### src/rtl/kem_keygen_if.sv
// Command channel between the keygen sequencer and the polynomial engine.
// The sequencer owns the opcode/slot/param fields and the issue strobe;
// the engine answers each issued op with a single-cycle completion pulse.
interface kem_keygen_if;
   logic [3:0] cmd_op;
   logic [4:0] cmd_slot_a;
   logic [4:0] cmd_slot_b;
   logic [3:0] cmd_param;
   logic       cmd_start;
   logic       cmd_done;

   modport master (
      output cmd_op, cmd_slot_a, cmd_slot_b, cmd_param, cmd_start,
      input  cmd_done
   );

   modport slave (
      input  cmd_op, cmd_slot_a, cmd_slot_b, cmd_param, cmd_start,
      output cmd_done
   );
endinterface

### src/rtl/kem_keygen_seq.sv
// ML-KEM key-generation sequencer. Walks the full keygen micro-op list
// (CBD, NTT, basemul, accumulate) for rank K, issuing one op at a time to
// an external polynomial engine, and gates host writes to the engine's
// polynomial bank while a run is in flight.
module kem_keygen_seq #(
   parameter int K    = 3,
   parameter int ETA1 = 2
) (
   input  logic         clk,
   input  logic         rst_n,
   input  logic         start,
   input  logic         abort,
   output logic         busy,
   output logic         done,
   output logic         aborted,
   output logic [5:0]   op_count,
   kem_keygen_if.master cmd,
   input  logic         host_we,
   output logic         eng_host_we,
   output logic         host_err
);

   // Slot map: A_hat[i][j] at i*K+j, then the K s slots, then the K e slots.
   localparam int         S_BASE  = K * K;
   localparam int         E_BASE  = K * K + K;
   localparam int         NOPS    = 2 * K * K + 4 * K;
   localparam logic [1:0] KM1     = 2'(K - 1);
   localparam logic [5:0] LAST_OP = 6'(NOPS - 1);

   typedef enum logic [1:0] {IDLE, ISSUE, WAIT} state_e;

   // Sections of the op list, in issue order.
   typedef enum logic [2:0] {
      PH_CBD_S, PH_CBD_E, PH_NTT_S, PH_NTT_E, PH_BMUL, PH_ADD_ROW, PH_ADD_E
   } phase_e;

   typedef enum logic [3:0] {
      OP_NONE = 4'd0, OP_CBD = 4'd1, OP_NTT = 4'd2, OP_BMUL = 4'd3, OP_ADD = 4'd4
   } op_e;

   typedef struct packed {
      op_e        op;
      logic [4:0] a;
      logic [4:0] b;
      logic [3:0] param;
   } cmd_t;

   state_e     state_q, state_d;
   phase_e     phase_q, phase_d, adv_phase;
   logic [1:0] i_q, i_d, adv_i;
   logic [1:0] j_q, j_d, adv_j;
   cmd_t       cmd_q, cmd_d;
   logic [5:0] op_count_q, op_count_d;
   logic       abort_q, abort_d;
   logic       host_err_q, host_err_d;
   logic       done_q, done_d;
   logic       aborted_q, aborted_d;
   logic       load_first, load_next, fin_done, fin_abort;
   logic       cmd_start_w;

   // Command word for a given position (phase, row i, column j) in the list.
   function automatic cmd_t decode(phase_e ph, logic [1:0] i, logic [1:0] j);
      cmd_t       c;
      logic [4:0] ii, jj, row;
      ii  = {3'b000, i};
      jj  = {3'b000, j};
      row = 5'(ii * 5'(K));
      c   = '0;
      case (ph)
         PH_CBD_S:   begin c.op = OP_CBD;  c.a = 5'(S_BASE) + jj; c.param = 4'(ETA1); end
         PH_CBD_E:   begin c.op = OP_CBD;  c.a = 5'(E_BASE) + jj; c.param = 4'(ETA1); end
         PH_NTT_S:   begin c.op = OP_NTT;  c.a = 5'(S_BASE) + jj; end
         PH_NTT_E:   begin c.op = OP_NTT;  c.a = 5'(E_BASE) + jj; end
         PH_BMUL:    begin c.op = OP_BMUL; c.a = row + jj; c.b = 5'(S_BASE) + jj; end
         PH_ADD_ROW: begin c.op = OP_ADD;  c.a = row; c.b = row + jj; end
         PH_ADD_E:   begin c.op = OP_ADD;  c.a = row; c.b = 5'(E_BASE) + ii; end
         default:    c = '0;
      endcase
      return c;
   endfunction

   // State register.
   // NOTE: sequential state is assigned with non-blocking (<=) so every flop samples pre-edge values.
   always_ff @(posedge clk or negedge rst_n) begin
      if (!rst_n) state_q <= IDLE;
      else        state_q <= state_d;
   end

   // Next-state logic and run-level events.
   // NOTE: every combinational output gets a default first so no path leaves it unassigned (no latch).
   always_comb begin
      state_d    = state_q;
      load_first = 1'b0;
      load_next  = 1'b0;
      fin_done   = 1'b0;
      fin_abort  = 1'b0;
      case (state_q)
         IDLE: begin
            if (start) begin
               state_d    = ISSUE;
               load_first = 1'b1;
            end
         end
         ISSUE: state_d = WAIT;
         WAIT: begin
            if (cmd.cmd_done) begin
               if (op_count_q == LAST_OP) begin
                  state_d  = IDLE;
                  fin_done = 1'b1;
               end else if (abort_q) begin
                  state_d   = IDLE;
                  fin_abort = 1'b1;
               end else begin
                  state_d   = ISSUE;
                  load_next = 1'b1;
               end
            end
         end
         default: state_d = IDLE;
      endcase
   end

   // Outputs decoded from the current state.
   always_comb begin
      busy        = (state_q != IDLE);
      cmd_start_w = (state_q == ISSUE);
      eng_host_we = host_we & ~busy;
   end

   // Position of the op after the current one: j inner, i outer per section.
   always_comb begin
      adv_phase = phase_q;
      adv_i     = i_q;
      adv_j     = j_q;
      case (phase_q)
         PH_CBD_S, PH_CBD_E, PH_NTT_S, PH_NTT_E: begin
            if (j_q == KM1) begin
               adv_phase = phase_e'(phase_q + 3'd1);
               adv_j     = 2'd0;
            end else begin
               adv_j = j_q + 2'd1;
            end
         end
         PH_BMUL: begin
            if (j_q != KM1) begin
               adv_j = j_q + 2'd1;
            end else if (i_q != KM1) begin
               adv_i = i_q + 2'd1;
               adv_j = 2'd0;
            end else begin
               // Row accumulation skips column 0, which is the accumulator itself.
               adv_phase = PH_ADD_ROW;
               adv_i     = 2'd0;
               adv_j     = 2'd1;
            end
         end
         PH_ADD_ROW: begin
            if (j_q != KM1) begin
               adv_j = j_q + 2'd1;
            end else if (i_q != KM1) begin
               adv_i = i_q + 2'd1;
               adv_j = 2'd1;
            end else begin
               adv_phase = PH_ADD_E;
               adv_i     = 2'd0;
               adv_j     = 2'd0;
            end
         end
         default: adv_i = i_q + 2'd1;
      endcase
   end

   // Datapath next values: list position, command word, counters and flags.
   always_comb begin
      phase_d    = phase_q;
      i_d        = i_q;
      j_d        = j_q;
      cmd_d      = cmd_q;
      op_count_d = op_count_q;
      abort_d    = abort_q;
      host_err_d = host_err_q;
      done_d     = fin_done;
      aborted_d  = fin_abort;
      if (load_first) begin
         phase_d    = PH_CBD_S;
         i_d        = 2'd0;
         j_d        = 2'd0;
         op_count_d = 6'd0;
         abort_d    = 1'b0;
         host_err_d = 1'b0;
      end else if (load_next) begin
         phase_d = adv_phase;
         i_d     = adv_i;
         j_d     = adv_j;
      end
      if (load_first || load_next) cmd_d = decode(phase_d, i_d, j_d);
      if (state_q == WAIT && cmd.cmd_done) op_count_d = op_count_q + 6'd1;
      if (busy && abort)   abort_d    = 1'b1;
      if (busy && host_we) host_err_d = 1'b1;
   end

   // Datapath registers.
   always_ff @(posedge clk or negedge rst_n) begin
      if (!rst_n) begin
         phase_q    <= PH_CBD_S;
         i_q        <= 2'd0;
         j_q        <= 2'd0;
         cmd_q      <= '0;
         op_count_q <= 6'd0;
         abort_q    <= 1'b0;
         host_err_q <= 1'b0;
         done_q     <= 1'b0;
         aborted_q  <= 1'b0;
      end else begin
         phase_q    <= phase_d;
         i_q        <= i_d;
         j_q        <= j_d;
         cmd_q      <= cmd_d;
         op_count_q <= op_count_d;
         abort_q    <= abort_d;
         host_err_q <= host_err_d;
         done_q     <= done_d;
         aborted_q  <= aborted_d;
      end
   end

   assign done           = done_q;
   assign aborted        = aborted_q;
   assign op_count       = op_count_q;
   assign host_err       = host_err_q;
   assign cmd.cmd_op     = cmd_q.op;
   assign cmd.cmd_slot_a = cmd_q.a;
   assign cmd.cmd_slot_b = cmd_q.b;
   assign cmd.cmd_param  = cmd_q.param;
   assign cmd.cmd_start  = cmd_start_w;

endmodule
### src/flat_wrapper.sv
// flat-port wrapper written by rule: the top's interface ports become plain ports
module kem_keygen_seq_flat 
#(
   parameter int K    = 3,
   parameter int ETA1 = 2
)
  (clk, rst_n, start, abort, busy, done, aborted, op_count, host_we, eng_host_we, host_err, cmd_cmd_op, cmd_cmd_slot_a, cmd_cmd_slot_b, cmd_cmd_param, cmd_cmd_start, cmd_cmd_done);
  kem_keygen_if cmd_i ();
  input  logic clk;
  input  logic rst_n;
  input  logic start;
  input  logic abort;
  output logic busy;
  output logic done;
  output logic aborted;
  output logic [5:0] op_count;
  input  logic host_we;
  output logic eng_host_we;
  output logic host_err;
  output wire logic [$bits(cmd_i.cmd_op)-1:0] cmd_cmd_op;
  output wire logic [$bits(cmd_i.cmd_slot_a)-1:0] cmd_cmd_slot_a;
  output wire logic [$bits(cmd_i.cmd_slot_b)-1:0] cmd_cmd_slot_b;
  output wire logic [$bits(cmd_i.cmd_param)-1:0] cmd_cmd_param;
  output wire logic [$bits(cmd_i.cmd_start)-1:0] cmd_cmd_start;
  input wire logic [$bits(cmd_i.cmd_done)-1:0] cmd_cmd_done;
  assign cmd_cmd_op = cmd_i.cmd_op;
  assign cmd_cmd_slot_a = cmd_i.cmd_slot_a;
  assign cmd_cmd_slot_b = cmd_i.cmd_slot_b;
  assign cmd_cmd_param = cmd_i.cmd_param;
  assign cmd_cmd_start = cmd_i.cmd_start;
  assign cmd_i.cmd_done = cmd_cmd_done;
  kem_keygen_seq #(.K(K), .ETA1(ETA1)) u_core (.clk(clk), .rst_n(rst_n), .start(start), .abort(abort), .busy(busy), .done(done), .aborted(aborted), .op_count(op_count), .cmd(cmd_i), .host_we(host_we), .eng_host_we(eng_host_we), .host_err(host_err));
endmodule
### config.mk
export PLATFORM = sky130hd
export DESIGN_NAME = kem_keygen_seq_flat
export DESIGN_NICKNAME = d
export VERILOG_FILES = /design/src/rtl/kem_keygen_if.sv /design/src/rtl/kem_keygen_seq.sv /design/src/flat_wrapper.sv
export SDC_FILE = /design/constraint.sdc
export NUM_CORES = 1
export LEC_CHECK = 0
export ABC_CLOCK_PERIOD_IN_PS = 5200
export CORE_UTILIZATION = 31
export CTS_CLUSTER_SIZE = 30
export DETAILED_ROUTE_END_ITERATION = 8
export DONT_BUFFER_PORTS = 1
export GPL_ROUTABILITY_DRIVEN = 0
export PLACE_DENSITY_LB_ADDON = 0.05
export RECOVER_POWER = 25
export SLEW_MARGIN = 15
export SYNTH_ARGS = -nofsm -noshare
export SYNTH_HDL_FRONTEND = slang
export SYNTH_SLANG_ARGS = --single-unit
### constraint.sdc
create_clock -name clk -period 5.2 [get_ports clk]
set_input_delay 1.04 -clock clk [delete_from_list [all_inputs] [get_ports clk]]
set_output_delay 1.04 -clock clk [all_outputs]
set_load 0.03 [all_outputs]
==> results of run 1 <==
-- layer usage --
layer | vias to the layer above | routed length [microns] | share of wire, % | track usage (%)
li1 | 789 | - | - | -
met5 | - | 0 | 0 | 0
met1 | 801 | 2400 | 48 | 19.7
met3 | 6 | 223 | 4.5 | 4.85
met4 | 0 | 68 | 1.4 | 5.39
met2 | 35 | 2270 | 46 | 24.1
-- worst max path at each step --
| stage | start | to | depth (start not counted) |
|---|---|---|---|
| 2_1_floorplan | cmd_cmd_done | u_core.cmd.cmd_slot_a[2] | 12 |
| 3_3_place_gp | cmd_cmd_done | u_core.cmd.cmd_slot_a[2] | 10 |
| 3_5_place_dp | cmd_cmd_done | u_core.cmd.cmd_slot_a[2] | 11 |
| 4_1_cts | u_core.op_count[1] | u_core.cmd.cmd_slot_a[2] | 13 |
| 5_1_grt | u_core.op_count[1] | u_core.cmd.cmd_slot_a[2] | 13 |
| 6_report | u_core.op_count[1] | u_core.cmd.cmd_slot_a[2] | 13 |
-- registers in the layout, summed over array words and instances (netlist names) --
| signal | cells |
|---|---|
| u_core.cmd.cmd_param | 1 |
| u_core.cmd.cmd_slot_b | 5 |
| u_core.j_q | 2 |
| u_core.abort_q | 1 |
| u_core.cmd.cmd_slot_a | 5 |
| u_core.aborted | 1 |
| u_core.i_q | 2 |
| u_core.done | 1 |
| u_core.state_q | 2 |
| u_core.cmd.cmd_op | 3 |
| u_core.op_count | 6 |
| u_core.phase_q | 3 |
| u_core.host_err | 1 |
-- cell usage after synthesis (all sizes together) (2+ instances only) --
library cell  number
a211o              3
a211oi             3
a21oi             11
a22o               2
a311oi             2
a31oi              5
a32o               3
a32oi              2
and2               4
and3               2
buf                9
clkbuf             6
dfrtp             33
ha                13
inv               11
nand2             22
nand2b             3
nand3              4
nand4              5
nor2              15
nor2b              6
nor3               5
o21ai             17
o22ai              5
o31ai              3
or2                4
or3                2
xor2               2
-- cells by family after synthesis --
| logic type | Yosys count | share of synthesized area (%) |
|---|---|---|
| xor+xnor | 3 | 1.64 |
| simple gates | 79 | 20.7 |
| other cells | 1 | 0.182 |
| fa+ha+maj | 14 | 8.88 |
| mux | 1 | 0.487 |
| flops | 33 | 40.1 |
| compound gates | 64 | 22.0 |
| buf+inv | 27 | 6.02 |
-- where the power goes --
group	internal, W	switching, W
Clock	0.0000880	0.0000924
Sequential	0.000308	0.000119
Combinational	0.000121	0.000209
Total	0.000517	0.000420
-- area by class of cell --
class                   instances  share of cell area (%)
repair buffers                  5                    1.70
multi-input cells             165                    51.0
flip-flops and latches         33                    37.5
clock inverters                 1                   0.227
well taps                      77                    4.37
clock buffers                   5                    3.12
inverters                      12                    2.10
-- critical path, delay by kind of cell (launching register included) --
family | cells | cell delay, ns
buffers and inverters | 3 | 0.31
AND/OR/NAND/NOR | 2 | 0.76
flip-flops | 1 | 0.58
adder cells (fa/ha/maj) | 3 | 1.05
AO/OA/AOI/OAI | 5 | 1.47
-- metrics by stage --
step	cells	hold slack (ns)
floorplan	225	0.548
CTS	298	0.433
global placement	292	0.593
detailed placement	292	0.587
finish	298	0.444
global route	298	0.422
==> metrics.md, run 1 <==
| Metric | Value |
|---|---|
| Status | finished, final reports clean |
| Seq. cell area | 826 sq um |
| Cts repair resizes | 0 |
| RR Endpoint | u_core.cmd.cmd_slot_a[2] |
| Worst min path class | in2async |
| Routed via count | roughly 1600 |
| Most common cell after layout, fill and taps aside | dfrtp_1 |
| Initial Utilization | around 32% |
| Critical Path RT | about 5.4 ns |
| Max IR drop VDD | 0.283 mV |
| Fill cells | approximately 670 |
| CP max stage delay | ~0.58 ns |
| Area contributors post-synth | dfrtp_1 40%, ha_1 7.9%, nand2_1 3.8% |
| First-pass GRT wire length | between 8 and 9 mm |
| Leakage | between 0.9 and 1 nW |
| Max-slew violations | 0 |
| DIE WIDTH | 83.5 microns |
| DR iter-0 viols | just under 60 |
| Final core occ | between 30% and 40% |
| Remaining antenna violation count | 0 |
| Top cell by count, worst path | inv_1 |
| CTS tree | done |
| Reg2reg setup slack | approximately 0.95 ns |
| Syn Std Cell Area | between 2000 and 2500 sq um |
| CTS root buffer | clkbuf_8 |
| Overall power | roughly 0.00094 W |
| Num rows | 29 |
| Worst-Skew Late Latency | roughly 0.29 ns |
| Distinct cells, synth | 55 |
| Final number of hold-violating endpoints | 0 |
| Vias in the first global route | between 1500 and 2000 |
| Share of layout cells above drive strength 1 | approximately a tenth |
| Ys flop type | dfrtp_1 |
| Grt ovf | 0 |
| Worst Reg-to-Reg Cells | 13 |
| HPWL Detailed | approximately 3.5 mm |
| Setup_tns | 0 ns |
| Slew Limit Headroom | about 46% |
| Slowest CP cell | dfrtp_1 |
| Avg Inst Size Synth | 9.27 sq um |
| Number of buffers created by CTS | 5 |
| Number of synthesized register bits | 33 |
| Yosys top cell area share | roughly two fifths |
| Worst Setup Slack, final | roughly 0.95 ns |
| Vias per Instance | about 5.5 |
| TritonRoute pass-1 iters | 4 |
| IO buf count | 0 |
| Commonest cells after routing, fill and taps aside | 33 x dfrtp_1, 21 x nand2_1, 15 x nor2_1 |
| Hold_buf cts | 0 |
| Routed WL | ~5.0 mm |
| YS warnings | 0 |
| Post-synth top area cell | dfrtp_1 |
| IO Pins | 36 |
| Unrepaired setup endpoints after global routing | no |
| Worst Tran Pin Value | 0.800 ns |
| Diode count | 0 |
| Crit Path Category | reg2reg |
| Power per cell area | 425 nW/um^2 |
| CTS Sinks | 33 |
| CP Cell Sequence | inv_1 > ha_1 > and4b_4 > a211oi_4 > a21oi_1 > o31ai_1 > inv_1 > ha_1 > inv_1 > fa_1 > or4_1 > a211o_1 > a31oi_1 |
| Skew final | between 0.01 and 0.015 ns |
| DR WL/cell | roughly 17 microns |
| Post-route DRC | 0 |
| Post-CTS Setup Inserts | 0 |
| Max cap viols | 0 |
| CP Launch Type | register |
| Layout area overhead | 7.18% |
| Final instance area | ~2200 sq um |
| Clk slew on worst S/H paths | about 0.070 ns |
| Core box area | around 6400 sq um |
| Mapped Cells | approximately 220 |
| Seq/Total Area, Yosys | about two fifths |
| Async SR Flop Fraction | 100% |
| Worst slack at placement | ~0.87 ns |
| Final setup viols | 0 |
| Multi-input logic area | around 1100 sq um |
| Fin crit share | around 80% |
| NumNets Final | 242 |
| Crit. End Element | register |
| Die area | roughly 7000 sq um |
| Initial antenna violation count | 0 |
| Number of synthesized flops with an enable pin | 0 |
| Placed standard-cell area | approximately 2100 sq um |
| Chip height | ~83 microns |
| CP arrival | around 4.5 ns |
| Overall Global Routing Usage | between 15 and 20% |
| Tmin final | approximately 4.3 ns |
| H-Tree Depth | 2 |
| Crit-path max FO | 8 |
| Reg-to-Reg Start | u_core.op_count[1] |
| Clock Tree Buf Depth | 2 |
| Max Freq | roughly 240 MHz |
| Largest net degree at the start of global routing | 34 |
(Power assumes the default switching activity.)
==> inputs of run 2 (changes only) <==
--- a/config.mk
+++ b/config.mk
@@ -5,7 +5,7 @@
 export SDC_FILE = /design/constraint.sdc
 export NUM_CORES = 1
 export LEC_CHECK = 0
-export ABC_CLOCK_PERIOD_IN_PS = 5200
+export ABC_CLOCK_PERIOD_IN_PS = 4350
 export CORE_UTILIZATION = 31
 export CTS_CLUSTER_SIZE = 30
 export DETAILED_ROUTE_END_ITERATION = 8
==> constraint.sdc (replaced) <==
create_clock -name clk -period 4.35 [get_ports clk]
set_input_delay 0.87 -clock clk [delete_from_list [all_inputs] [get_ports clk]]
set_output_delay 0.87 -clock clk [all_outputs]
set_load 0.03 [all_outputs]
==> run 2 against run 1 <==
  * Die area unchanged
  * Global-route usage increased by 0.34 points
  * Hold slack got worse by 0.18 ns
  * Total power increased by 31%
  * Design area increased by 4.7%
  * Combinational power increased by 32%
  * Clock skew decreased by 0.0046 ns
  * Non-clock buffer count increased by 8
  * Clock power increased by 72%
  * Core utilization increased by 1.6 points
  * Critical path depth unchanged
  * Critical path type unchanged
  * Critical endpoint unchanged
==> metrics.md, run 2 (synthesis results as in run 1) <==
| Metric | Value |
|---|---|
| IO buf count | 0 |
| CP Launch Type | register |
| Routed WL | 5.09 mm |
| Final instance area | ~2300 sq um |
| Vias per Instance | ~5.4 |
| H-Tree Depth | 2 |
| TritonRoute pass-1 iters | 4 |
| Core box area | about 6400 sq um |
| CP max stage delay | 0.51 ns |
| Post-route DRC | 0 |
| Crit. End Element | register |
| Routed via count | 1652 |
| Num rows | 29 |
| Hold_buf cts | 0 |
| Worst min path class | in2async |
| IO Pins | 36 |
| Max IR drop VDD | 0.307 mV |
| Tmin final | slightly below 4 ns |
| First-pass GRT wire length | about 8.6 mm |
| Worst Reg-to-Reg Cells | 13 |
| DR WL/cell | between 15 and 20 microns |
| CP Cell Sequence | and4b_4 > a211oi_4 > buf_4 > nand2_1 > nor3_1 > o31ai_1 > inv_1 > ha_1 > inv_1 > fa_1 > or4_1 > a211o_1 > a31oi_1 |
| Placed standard-cell area | between 2000 and 2500 sq um |
| Skew final | ~0.0056 ns |
| Clock Tree Buf Depth | 2 |
| Setup_tns | 0 ns |
| Combinational share of power | a little over a third |
| Sw Ratio | a little over two fifths |
| Final setup viols | 0 |
| Psw | between 0.0005 and 0.0006 W |
| Worst-Skew Late Latency | 0.29 ns |
| Max cap viols | 0 |
| Crit Path Category | reg2reg |
| Buf/Inv on CP | 3 |
| Vias in the first global route | roughly 1600 |
| Slew Limit Headroom | approximately 57% |
| Fill cells | 655 |
| Share of layout cells above drive strength 1 | between 10% and 20% |
| CP arrival | about 4.2 ns |
| Remaining antenna violation count | 0 |
| Sequential Power Share | between 30% and 40% |
| Max-slew violations | 0 |
| Worst Tran Pin Value | between 0.6 and 0.7 ns |
| Fin crit share | about nine tenths |
| DR iter-0 viols | 73 |
| Initial Utilization | 32.2% |
| Number of flip-flops in the largest register | 6 |
| Clk pwr share | 25.1% |
| NumNets Final | 250 |
| Initial antenna violation count | 0 |
| Status | finished, final reports clean |
| CP delay by family, top | simple AND/OR/NAND/NOR gates |
| Critical Path RT | roughly 4.6 ns |
| Chip height | approximately 83 microns |
| Slowest CP cell | dfrtp_1 |
| Number of buffers created by CTS | 5 |
| Crit-path max FO | 14 |
| CTS tree | done |
| Die area | between 6000 and 7000 sq um |
| Unrepaired setup endpoints after global routing | no |
| HPWL Detailed | about 3.6 mm |
| Final number of hold-violating endpoints | 0 |
| CTS Sinks | 33 |
| Largest net degree at the start of global routing | 34 |
| Grt ovf | 0 |
| Post-CTS Setup Inserts | 0 |
| Top cell by count, worst path | inv_1 |
| Most common cell after layout, fill and taps aside | dfrtp_1 |
| Cts repair resizes | 0 |
| Overall Global Routing Usage | between 10% and 20% |
| Clk slew on worst S/H paths | around 0.08 ns |
| Leakage | 0.983 nW |
| CP Depth | 13 |
| DIE WIDTH | around 83 microns |
| Max Freq | approximately 250 MHz |
| Power per cell area | roughly 530 nW/um^2 |
| Layout area overhead | 12.2% |
| Diode count | 0 |
| Int Pwr | 0.000712 W |
| Commonest cells after routing, fill and taps aside | 33 x dfrtp_1, 21 x nand2_1, 15 x nor2_1 |
| CTS root buffer | clkbuf_8 |
-- run 2: cell count changes in the layout (fill, tap and decap cells not counted), sizes merged --
cell / delta
buf: +8
bufinv: +1
clkbuf: +2
clkinv: -1
-- run 2: per-layer routing --
layer	vias to the layer above	wire length (microns)	GRT usage [%]	share of wire [%]
met5	-	0	0	0
met4	0	54	4.78	1.1
met3	4	274	4.75	5.4
met1	798	2460	21.0	48
li1	807	-	-	-
met2	43	2300	24.2	45
-- run 2: stage by stage --
stage	hold WS, ns	worst slack, ns	utilization (%)	total power (W)	std cells
floorplan	0.548	0.399	-	0.000807	225
global placement	0.575	0.471	34.3	0.000923	300
detailed placement	0.575	0.351	34.3	0.000925	300
CTS	0.259	0.365	36.1	0.00124	308
global route	0.245	0.145	36.1	0.00131	308
finish	0.264	0.377	36.1	0.00123	308
-- run 2: area by class of cell --
class,count,area (sq um),area share (%)
repair buffers,13,97.6,4.23
clock inverters,1,30.0,1.30
flip-flops and latches,33,826,35.8
inverters,12,46.3,2.01
well taps,77,96.3,4.18
clock buffers,7,86.3,3.74
multi-input cells,165,1120,48.8
-- run 2: worst paths after layout --
kind                               startpoint                  endpoint  slack, ns
max                        u_core.op_count[5]  u_core.cmd.cmd_slot_a[2]       0.38
min reg2reg                u_core.op_count[0]        u_core.op_count[1]       0.60
min                                     rst_n             u_core.j_q[1]       0.26
max in group asynchronous               rst_n  u_core.cmd.cmd_slot_a[4]       4.00
max reg2reg                u_core.op_count[5]  u_core.cmd.cmd_slot_a[2]       0.38
min in group clk           u_core.op_count[0]        u_core.op_count[1]       0.60
-- run 2: power groups by stage --
stage          combinational, W  sequential (W)  clock [W]
6_report               0.000433        0.000489   0.000310
5_1_grt                0.000477        0.000498   0.000336
4_1_cts                0.000434        0.000490   0.000317
3_5_place_dp           0.000428        0.000497          0
3_3_place_gp           0.000429        0.000494          0
2_1_floorplan          0.000308        0.000499          0
